`src/rtl/muldiv_unit.sv`:
```
// rtl/muldiv_unit.sv - iterative MIPS multiply/divide unit owning the HI/LO registers
// Radix-2 shift-add multiply and restoring divide on magnitudes, sign-fixed in a final cycle.
module muldiv_unit #(
  parameter int WIDTH = 32
) (
  input  logic             clk,
  input  logic             reset,
  input  logic             start,
  input  logic [5:0]       funct,
  input  logic [WIDTH-1:0] a,
  input  logic [WIDTH-1:0] b,
  input  logic             flush,
  output logic             busy,
  output logic             done,
  output logic [WIDTH-1:0] hi,
  output logic [WIDTH-1:0] lo
);

  localparam int CW = $clog2(WIDTH + 1);

  typedef enum logic [1:0] {IDLE, RUN, FIX} state_t;

  state_t             state;
  logic [CW-1:0]      count;
  logic [2*WIDTH-1:0] acc;
  logic [WIDTH-1:0]   opnd;
  logic               is_div, neg_q, neg_r, divz;

  logic               op_mul, op_div, op_signed, op_mthi, op_mtlo;
  logic [WIDTH-1:0]   abs_a, abs_b;
  logic [WIDTH:0]     mul_sum, div_shift, div_diff;
  logic [2*WIDTH-1:0] fix_prod;
  logic [WIDTH-1:0]   quo, rem, fix_q, fix_r;

  always_comb begin
    op_mul    = (funct == 6'b011000) || (funct == 6'b011001);
    op_div    = (funct == 6'b011010) || (funct == 6'b011011);
    op_signed = (funct == 6'b011000) || (funct == 6'b011010);
    op_mthi   = (funct == 6'b010001);
    op_mtlo   = (funct == 6'b010011);
    abs_a     = (op_signed && a[WIDTH-1]) ? -a : a;
    abs_b     = (op_signed && b[WIDTH-1]) ? -b : b;
  end

  // acc holds {partial product, multiplier} for MUL and {remainder, dividend/quotient} for DIV
  always_comb begin
    mul_sum   = {1'b0, acc[2*WIDTH-1:WIDTH]} + (acc[0] ? {1'b0, opnd} : '0);
    div_shift = {acc[2*WIDTH-1:WIDTH], acc[WIDTH-1]};
    div_diff  = div_shift - {1'b0, opnd};
    fix_prod  = neg_q ? -acc : acc;
    quo       = acc[WIDTH-1:0];
    rem       = acc[2*WIDTH-1:WIDTH];
    fix_q     = divz ? '1 : (neg_q ? -quo : quo);
    fix_r     = neg_r ? -rem : rem;
  end

  always_ff @(posedge clk or posedge reset) begin
    if (reset) begin
      state  <= IDLE;
      count  <= '0;
      acc    <= '0;
      opnd   <= '0;
      is_div <= 1'b0;
      neg_q  <= 1'b0;
      neg_r  <= 1'b0;
      divz   <= 1'b0;
      busy   <= 1'b0;
      done   <= 1'b0;
      hi     <= '0;
      lo     <= '0;
    end else begin
      done <= 1'b0;
      case (state)
        IDLE: begin
          if (start) begin
            if (op_mthi) hi <= a;
            if (op_mtlo) lo <= a;
            if (op_mul || op_div) begin
              state  <= RUN;
              busy   <= 1'b1;
              count  <= CW'(WIDTH);
              is_div <= op_div;
              neg_q  <= op_signed && (a[WIDTH-1] ^ b[WIDTH-1]);
              neg_r  <= op_signed && a[WIDTH-1];
              divz   <= op_div && (b == '0);
              opnd   <= op_div ? abs_b : abs_a;
              acc    <= {{WIDTH{1'b0}}, (op_div ? abs_a : abs_b)};
            end
          end
        end
        RUN: begin
          if (flush) begin
            state <= IDLE;
            busy  <= 1'b0;
            count <= '0;
          end else begin
            if (is_div) begin
              if (!div_diff[WIDTH])
                acc <= {div_diff[WIDTH-1:0], acc[WIDTH-2:0], 1'b1};
              else
                acc <= {div_shift[WIDTH-1:0], acc[WIDTH-2:0], 1'b0};
            end else begin
              acc <= {mul_sum, acc[WIDTH-1:1]};
            end
            count <= count - CW'(1);
            if (count == CW'(1)) state <= FIX;
          end
        end
        FIX: begin
          state <= IDLE;
          busy  <= 1'b0;
          count <= '0;
          // flush wins over the result write
          if (!flush) begin
            done <= 1'b1;
            if (is_div) begin
              hi <= fix_r;
              lo <= fix_q;
            end else begin
              hi <= fix_prod[2*WIDTH-1:WIDTH];
              lo <= fix_prod[WIDTH-1:0];
            end
          end
        end
        default: begin
          state <= IDLE;
          busy  <= 1'b0;
        end
      endcase
    end
  end

endmodule

```
`config.mk`:
```
export PLATFORM = sky130hd
export DESIGN_NAME = muldiv_unit
export DESIGN_NICKNAME = d
export VERILOG_FILES = /design/src/rtl/muldiv_unit.sv
export SDC_FILE = /design/constraint.sdc
export NUM_CORES = 1
export LEC_CHECK = 0
export CORE_MARGIN = 2
export CORE_UTILIZATION = 25
export DETAILED_ROUTE_END_ITERATION = 10
export GPL_TIMING_DRIVEN = 1
export PLACE_DENSITY_LB_ADDON = 0.1
export SLEW_MARGIN = 20
export SYNTH_ARGS = -nofsm -noshare
export SYNTH_HDL_FRONTEND = slang
export SYNTH_SLANG_ARGS = --single-unit
```
`constraint.sdc`:
```
create_clock -name clk -period 14.7 [get_ports clk]
set_input_delay 2.94 -clock clk [delete_from_list [all_inputs] [get_ports clk]]
set_output_delay 2.94 -clock clk [all_outputs]
set_load 0.05 [all_outputs]
```
==> flow_metrics.py <==
metrics = {
    "outcome": {
        "status": "complete, no violations",
    },
    "clock_network": {
        "cts_resized": 0,
        "cts_buffers": 17,
        "hold_buffers": 0,
        "clk_pin_slew_ns": 0.08,
        "cts_htree_levels": 4,
        "cts.sinks": 174,
        "cts_tree": "done",
        "clock_path_buffers": 2,
        "clk-insertion-delay-late_ns": 0.50,
        "post_cts_buffers": 0,
        "cts-root-buf": "clkbuf_16",
    },
    "timing": {
        "period_minus_slack_ns": 5.81,
        "tightest_slew_ns": 0.941,
        "rsz0062_at_grt": "false",
        "skew_ns": 0.0154,
        "fin_crit_sh_pct": 39.5,
        "slew_headroom_pct": 37.1,
        "finalSetupViolations": 0,
        "timing.fmax_mhz": 172,
        "tns_ns": 0,
        "setup_ws_ns": 8.89,
        "whs_ns": 0.477,
        "hold_viol_final": 0,
        "drv_slew": 0,
    },
    "global_routing": {
        "grt_use_total_pct": 19.9,
        "grt_pass1_wl_mm": 91.5,
        "grt_pass1_vias": 14300,
        "grt_max_degree": 113,
        "grt-ovfl-total": 0,
        "antenna_found_initial": 0,
    },
    "power_and_ir_drop": {
        "power_mw": 3.69,
        "ir_drop_v": 0.000106,
        "power_per_cell_area_nw_per_um2": 210,
        "p_leak_nw": 7.18,
    },
    "synthesis": {
        "synth_most_common_cell": "nand2_1",
        "synthCells": 1908,
        "synth_area_sq_um": 14900,
        "synth_top_area_share_pct": 29.3,
        "synth-seq-cells": 174,
        "yosysWarnings": 0,
        "async_reset_ff_share_pct": 100,
        "ys_types": 75,
        "syn_area_per_cell_sq_um": 7.80,
        "synth_top_area_cell": "dfrtp_1",
        "synth_edf_count": 0,
        "ys_seq_area_share_pct": 29.3,
        "synthTopCellsByCount": "nand2_1, o21ai_0, dfrtp_1",
        "synth_top_flop_cell": "dfrtp_1",
        "syn_nets": 2057,
        "ys_top_cells_by_area": "dfrtp_1, o21ai_0, xnor2_1, ha_1, nand2_1",
    },
    "die": {
        "pin_count": 140,
        "fp.dieH_microns": 248,
        "start_util_pct": 25.3,
        "die_area_sq_um": 61500,
        "std_cell_rows": 89,
        "core_area_sq_um": 58900,
        "die_x_microns": 248,
    },
    "routing": {
        "totalWireLength_mm": 60.6,
        "dr.pass1.iters": 5,
        "drc": 0,
        "via_per_inst": 5.19,
        "drtIter0Drc": 834,
        "vias": 14400,
        "drtAntennaViolNets": 0,
        "wl_per_cell_microns": 21.9,
    },
    "placed_design": {
        "hpwl_mm": 46.1,
        "pre_cts_slack_ns": 8.34,
        "gp_congestion": 0.903,
        "portBuffers": 139,
    },
    "min_path": {
        "hold_class": "flip-flop to flip-flop",
        "hold_depth": 2,
    },
    "setup_path": {
        "critical_path_peak_fanout": 18,
        "reg2reg_depth": 14,
        "critPathCaptureType": "flip-flop",
        "worstPathRequired_ns": 15.12,
        "critPathLaunchType": "primary input",
        "crit_arrival_ns": 6.23,
        "critPathKind": "primary input to flip-flop",
    },
    "layout": {
        "nFillCells": 6356,
        "area_growth_pct": 18.3,
        "n_antenna_cell": 0,
        "drive_above_1_share_pct": 5.07,
        "finalNetCount": 2129,
    },
    "run": {
        "drv_cap": 0,
    },
}
[metrics by stage]
stage / std cells / utilization [%] / instance area [sq um]
floorplan: 1908 / - / 14900
global placement: 2734 / 28.9 / 17000
detailed placement: 2734 / 28.9 / 17000
CTS: 2765 / 29.9 / 17600
global route: 2765 / 29.9 / 17600
finish: 2765 / 29.9 / 17600
[registers in the layout, summed over array words and instances (netlist names)]
signal	count
done	1
neg_q	1
neg_r	1
acc	64
is_div	1
count	6
opnd	32
lo	32
state	2
divz	1
hi	32
busy	1
[final timing paths]
path / startpoint / end / slack [ns]
min in group asynchronous: reset / lo[9] / 3.03
hold reg to reg: opnd[22] / opnd[22] / 0.48
setup reg to reg: acc[31] / acc[46] / 10.13
hold / removal: opnd[22] / opnd[22] / 0.48
setup / recovery: funct[4] / acc[4] / 8.89
max in group asynchronous: reset / acc[57] / 10.17
[logic make-up after synthesis]
logic type	synth area share (%)
AOI/OAI and AO/OA	26.1
buffers and inverters	4.59
DFF	29.3
xor gates and xnor gates	10.4
and+or+nand+nor	18.0
muxes	5.19
adders and majority gates	6.41
[power breakdown]
group          leakage (nW)  internal [mW]  switching [mW]
Clock                 0.279          0.240           0.247
Sequential             2.21          0.670           0.264
Combinational          4.69          0.859            1.41
Total                  7.18           1.77            1.92
[cell usage in the layout, fill, tap and decap left out, types with 13 or more instances in the layout]
cell / instances
nand3_1: 24
nor2b_1: 16
nor4_1: 17
nand2_1: 229
dfrtp_1: 173
a31oi_1: 24
nand2b_1: 18
o22ai_1: 25
a21o_1: 36
xnor2_1: 116
clkdlybuf4s50_1: 138
nor3_1: 42
ha_1: 72
o31ai_1: 24
clkbuf_16: 17
xor2_1: 60
o211ai_1: 13
or3_1: 14
inv_1: 66
o21ai_0: 223
a21oi_1: 161
buf_4: 22
mux2_2: 18
a211oi_1: 32
mux2i_1: 57
a22oi_1: 15
nor2_1: 170
[cell type report]
cell class                      count  area, sq um  area share [%]
Clock inverter                     14          151           0.860
Clock buffer                       17          425            2.42
Timing Repair Buffer              161         1550            8.81
Tap cell                          773          967            5.49
Multi-Input combinational cell   1559         9900            56.2
Inverter                           67          259            1.47
Sequential cell                   174         4360            24.7
[metal layers]
layer | track usage [%] | share of wire [%]
met1 | 28.0 | 49
met3 | 2.85 | 3.9
met2 | 31.8 | 46
met5 | 0 | 0
met4 | 5.23 | 1.9
[worst max-delay path, stage by stage]
cell and delay (ns):
clkdlybuf4s50_1 0.44, nor3b_1 0.47, nand2_1 0.19, nor2_1 0.37, and2_1 0.65, o21ai_0 0.24, xnor2_1 0.27, nor2_1 0.08
a211oi_1 0.34, a21oi_1 0.08, a21oi_1 0.16
Power figures use the tool's default switching activity.
